## config.mk

```make
export PLATFORM = sky130hd
export DESIGN_NAME = writeback_stage
export DESIGN_NICKNAME = d
export VERILOG_FILES = /design/src/rtl/writeback_stage.sv
export SDC_FILE = /design/constraint.sdc
export NUM_CORES = 1
export LEC_CHECK = 0
export ABC_CLOCK_PERIOD_IN_PS = 2600
export CORE_UTILIZATION = 46
export DETAILED_ROUTE_END_ITERATION = 6
export GPL_ROUTABILITY_DRIVEN = 0
export PLACE_DENSITY = 0.83
export SYNTH_ARGS = -nofsm -noshare
export SYNTH_HDL_FRONTEND = slang
export SYNTH_SLANG_ARGS = --single-unit
```

## constraint.sdc

```tcl
create_clock -name clk -period 2.6 [get_ports clk]
set_input_delay 0.78 -clock clk [delete_from_list [all_inputs] [get_ports clk]]
set_output_delay 0.78 -clock clk [all_outputs]
set_load 0.005 [all_outputs]
```

## src/rtl/writeback_stage.sv

```systemverilog
// writeback_stage: retires instructions into the register-file write port,
// holding loads until the data-memory response; WB_PERF_EN adds a stall counter.
module writeback_stage #(
    parameter int TIMEOUT_CYCLES = 16
) (
    input  logic        clk,
    input  logic        reset,
    input  logic        m_valid,
    output logic        m_ready,
    input  logic        m_we,
    input  logic [4:0]  m_rd,
    input  logic        m_is_load,
    input  logic [2:0]  m_funct3,
    input  logic [1:0]  m_addr_lo,
    input  logic [31:0] m_result,
    input  logic        mem_rvalid,
    input  logic [31:0] mem_rdata,
    output logic        RegWE_W,
    output logic [4:0]  A4,
    output logic [31:0] WD4,
    output logic        wb_err,
    output logic [1:0]  wb_err_code
`ifdef WB_PERF_EN
    ,
    output logic [31:0] perf_stall_cycles
`endif
);

    typedef enum logic {IDLE, WAIT} state_t;

    localparam logic [7:0] LIMIT = 8'(TIMEOUT_CYCLES - 1);

    state_t      state;
    state_t      next_state;
    logic [7:0]  cnt;
    logic [4:0]  ld_rd;
    logic        ld_we;
    logic [2:0]  ld_f3;
    logic [1:0]  ld_lo;
    logic [1:0]  ld_err;
    logic        accept;
    logic        timeout;
    logic [1:0]  acc_err;
    logic [7:0]  byte_sel;
    logic [15:0] half_sel;
    logic [31:0] ld_data;

    assign m_ready = (state == IDLE);
    assign accept  = m_valid && m_ready;
    assign timeout = (cnt == LIMIT);

    // State register; reset abandons any outstanding load.
    always_ff @(posedge clk or posedge reset) begin
        if (reset) state <= IDLE;
        else       state <= next_state;
    end

    // Next-state: loads park in WAIT until response or timeout.
    always_comb begin
        next_state = state;
        case (state)
            IDLE: if (accept && m_is_load) next_state = WAIT;
            WAIT: if (mem_rvalid || timeout) next_state = IDLE;
            default: next_state = IDLE;
        endcase
    end

    // Classify a load at accept: misaligned (10) or illegal funct3 (11).
    always_comb begin
        acc_err = 2'b00;
        case (m_funct3)
            3'b001, 3'b101: if (m_addr_lo[0]) acc_err = 2'b10;
            3'b010:         if (m_addr_lo != 2'b00) acc_err = 2'b10;
            3'b011, 3'b110, 3'b111: acc_err = 2'b11;
            default: acc_err = 2'b00;
        endcase
    end

    // Lane selection and sign/zero extension of the response word.
    always_comb begin
        byte_sel = mem_rdata[{ld_lo, 3'b000} +: 8];
        half_sel = mem_rdata[{ld_lo[1], 4'b0000} +: 16];
        case (ld_f3)
            3'b000:  ld_data = {{24{byte_sel[7]}}, byte_sel};
            3'b100:  ld_data = {24'b0, byte_sel};
            3'b001:  ld_data = {{16{half_sel[15]}}, half_sel};
            3'b101:  ld_data = {16'b0, half_sel};
            default: ld_data = mem_rdata;
        endcase
    end

    // Write port, load context, timeout counter and sticky error.
    always_ff @(posedge clk or posedge reset) begin
        if (reset) begin
            RegWE_W     <= 1'b0;
            A4          <= 5'd0;
            WD4         <= 32'd0;
            wb_err      <= 1'b0;
            wb_err_code <= 2'b00;
            cnt         <= 8'd0;
            ld_rd       <= 5'd0;
            ld_we       <= 1'b0;
            ld_f3       <= 3'd0;
            ld_lo       <= 2'd0;
            ld_err      <= 2'b00;
        end else begin
            RegWE_W <= 1'b0;
            case (state)
                IDLE: begin
                    if (accept && m_is_load) begin
                        ld_rd  <= m_rd;
                        ld_we  <= m_we;
                        ld_f3  <= m_funct3;
                        ld_lo  <= m_addr_lo;
                        ld_err <= acc_err;
                        cnt    <= 8'd0;
                    end else if (accept) begin
                        RegWE_W <= m_we && (m_rd != 5'd0);
                        A4      <= m_rd;
                        WD4     <= m_result;
                    end
                end
                WAIT: begin
                    if (mem_rvalid) begin
                        if (ld_err == 2'b00) begin
                            RegWE_W <= ld_we && (ld_rd != 5'd0);
                            A4      <= ld_rd;
                            WD4     <= ld_data;
                        end else begin
                            wb_err <= 1'b1;
                            if (!wb_err) wb_err_code <= ld_err;
                        end
                    end else if (timeout) begin
                        wb_err <= 1'b1;
                        if (!wb_err) wb_err_code <= 2'b01;
                    end else begin
                        cnt <= cnt + 8'd1;
                    end
                end
                default: ;
            endcase
        end
    end

`ifdef WB_PERF_EN
    // Saturating count of cycles the memory stage is held off.
    always_ff @(posedge clk or posedge reset) begin
        if (reset)
            perf_stall_cycles <= 32'd0;
        else if (m_valid && !m_ready && (perf_stall_cycles != 32'hFFFF_FFFF))
            perf_stall_cycles <= perf_stall_cycles + 32'd1;
    end
`endif

endmodule

```

==> metrics.csv <==
stage,metric,value,unit
yosys,synthTopCellsByArea,"dfrtp_1 45%, nand2_1 5.5%, mux2_2 5.5%, o21ai_0 4.9%, a211oi_2 3.6%",
timing,drv_slew,0,
floorplan,dieHeight,89.3,µm
yosys,synthArstFlopShare,100,%
yosys,synth-seq-area-share,45.0,%
layout,final_cells,599,
critical_path,arrival,2590,ps
timing,finalCriticalPeriod,2380,ps
route,dr_total_vias,3444,
grt,grt_max_degree,43,
clock_tree,cts_resized,0,
layout,insertedDiodeCount,0,
yosys,yosysUniqueCellTypes,50,
placed_design,dp.final_hpwl,7.87,mm
layout,fin_nets,576,
timing,min_period_over_period,91.5,%
grt,grt_pass1_vias,3427,
grt,grtUsageTotal,28.8,%
power_and_ir_drop,p_comb_share,36.1,%
floorplan,core_area,7290,µm²
power_and_ir_drop,vdd_ir_drop_max,0.463,mV
yosys,syn_area,3500,µm²
placed_design,post_dp_cell_area,4890,µm²
yosys,synthesis.nets,455,
timing,max_freq,420,MHz
route,first_iter_violations,287,
clock_tree,numCtsBuffers,9,
power_and_ir_drop,power_density,765,nW/µm²
power_and_ir_drop,p_sw,1.22,mW
critical_path,required,2810,ps
layout,area_growth_syn_to_layout,46.6,%
clock_tree,clockBufferDepth,2,
yosys,yosysTopAreaCell,dfrtp_1,
critical_path,reg2reg_to,WD4[14]$_DFFE_PP0P_,
timing,slew_headroom,25.1,%
clock_tree,ctsHoldBuffers,0,
clock_tree,cts-root-buf,clkbuf_8,
timing,rsz0062_at_grt,false,
critical_path,r2r-start,state$_DFF_PP0_,
power_and_ir_drop,internal_power,2.71,mW
status,status,"complete, no violations",
yosys,synth_ff_type,dfrtp_1,
job,cap_violations,0,
critical_path,path_max_fanout,42,
floorplan,ios,122,
route,wirelength,10.8,mm
layout,layout_common_cells,"121 x clkdlybuf4s50_1, 63 x dfrtp_1, 51 x nand2_1",
hold_path,hold_path.class,reg2reg,
route,vias_per_cell,5.75,
power_and_ir_drop,power_frac_seq,37.0,%
yosys,ys_seq_elements,63,
floorplan,die_w,89.3,µm
floorplan,die-area,7970,µm²
clock_tree,cts_setup_buffers,0,
hold_path,hold_depth,2,
layout,final_cell_area,5140,µm²
power_and_ir_drop,leakagePower,2.08,nW
clock_tree,cts.sinks,63,
yosys,synth_edf_count,0,
layout,drive_gt1_share,14.6,%
clock_tree,worstSkewPairLatency,360,ps
yosys,syn_inst,374,
clock_tree,cts_tree,built,
clock_tree,htree_levels,3,
timing,timing_hold_violations_final,0,
power_and_ir_drop,swShare,31.0,%
grt,grt_overflow,0,
yosys,synth.avg_cell_area,9.37,µm²
timing,final-setup-viol-count,0,
clock_tree,clk_pin_slew_worst_paths,70,ps
placed_design,port_buffers,121,
route,wl_per_cell,18.0,µm
floorplan,rows,31,
critical_path,crit_type,in2reg,
hold_path,worstHoldEndpoint,WD4[3]$_DFFE_PP0P_,
timing,clock_skew,12.5,ps
power_and_ir_drop,power_frac_clock,26.9,%
critical_path,reg2regPathDepth,4,
hold_path,min-delay-start,WD4[3]$_DFFE_PP0P_,
critical_path,r2r_slack,590,ps
critical_path,critPathLaunchType,input pin,
grt,grt_pass1_wl,17.0,mm
floorplan,start_util,48.0,%
yosys,yosysWarnings,0,
layout,fillCellCount,574,
route,drtPass1Iterations,5,
critical_path,endpoint_kind,flip-flop,
timing,worst_pin_slew,1120,ps
route,ant_nets,0,
grt,antenna_found_initial,0,
placed_design,dp.cells,583,
route,drc,0,
layout,layout_commonest_cell,clkdlybuf4s50_1,
yosys,synth_top_area_share,45.0,%
-- stage by stage --
step | hold WS [ps] | util [%] | TNS (ps) | worst slack, ps | total power, mW
after floorplan | 449 | - | 0 | 250 | 2.09
after global placement | 464 | 67.1 | -879 | -45.7 | 2.83
after detailed placement | 475 | 67.1 | -2220 | -122 | 2.88
after CTS | 493 | 70.4 | 0 | 227 | 3.94
after global routing | 519 | 70.4 | 0 | 57.2 | 4.13
final | 494 | 70.4 | 0 | 221 | 3.93
-- power by group through the flow --
stage	clock network, mW	logic (mW)	registers (mW)
3_5_place_dp	0	1.41	1.47
5_1_grt	1.10	1.54	1.49
3_3_place_gp	0	1.36	1.46
6_report	1.06	1.42	1.46
4_1_cts	1.07	1.42	1.46
2_1_floorplan	0	0.655	1.43
-- critical path: stages --
cell and delay (ps):
clkdlybuf4s50_1 490, inv_1 100, a21boi_4 890, nand2_1 140, o311ai_0 170
-- sequential cells by signal, indices dropped and copies added (netlist names), 2 cells and up --
signal and flops:
A4 5, WD4 32, cnt 8, ld_err 2, ld_f3 3, ld_lo 2, ld_rd 5, wb_err_code 2
-- Yosys cell counts (3+ instances only) --
library cell  instances
o22ai_1               8
a21oi_1              11
o211ai_1              5
buf_2                 8
nand2b_1              3
a211oi_1              6
mux2_2               17
inv_1                18
a221oi_1              6
a211oi_2             10
nand3_1              16
dfrtp_1              63
o311ai_0              7
nor2_1               29
nor2b_1               4
nand2_1              51
clkbuf_1             14
mux2i_1              11
o21ai_0              34
nor3_1               17
-- how the worst max path moves through the flow --
stage	from	end	slack [ps]
floorplan	reset	A4[0]$_DFFE_PP0P_	250
detailed placement	m_is_load	WD4[24]$_DFFE_PP0P_	-120
CTS	m_is_load	WD4[14]$_DFFE_PP0P_	230
global placement	m_is_load	A4[2]$_DFFE_PP0P_	-50
global route	m_is_load	WD4[14]$_DFFE_PP0P_	60
finish	m_is_load	WD4[14]$_DFFE_PP0P_	220
-- cell type report --
class | instances | area [µm²] | share of cell area [%]
Clock inverter | 7 | 121 | 2.36
Tap cell | 99 | 124 | 2.41
Timing Repair Buffer | 136 | 1390 | 27.0
Clock buffer | 9 | 124 | 2.41
Inverter | 18 | 67.6 | 1.32
Sequential cell | 63 | 1580 | 30.7
Multi-Input combinational cell | 267 | 1740 | 33.8
-- kinds of logic after synthesis --
group           after synthesis  share of synthesized area, %
simple gates                133                          17.6
fa+ha+maj                     1                         0.357
compound gates              103                          21.9
xor+xnor                      1                         0.250
buf+inv                      44                          5.64
mux                          29                          9.25
flops                        63                          45.0
-- per-layer routing --
layer,up-vias,GRT usage (%),wire [µm]
li1,1593,-,-
met1,1646,35.7,4310
met2,178,48.4,5340
met3,27,5.17,807
met4,0,15.0,321
met5,-,0,0
Power figures use the tool's default switching activity.
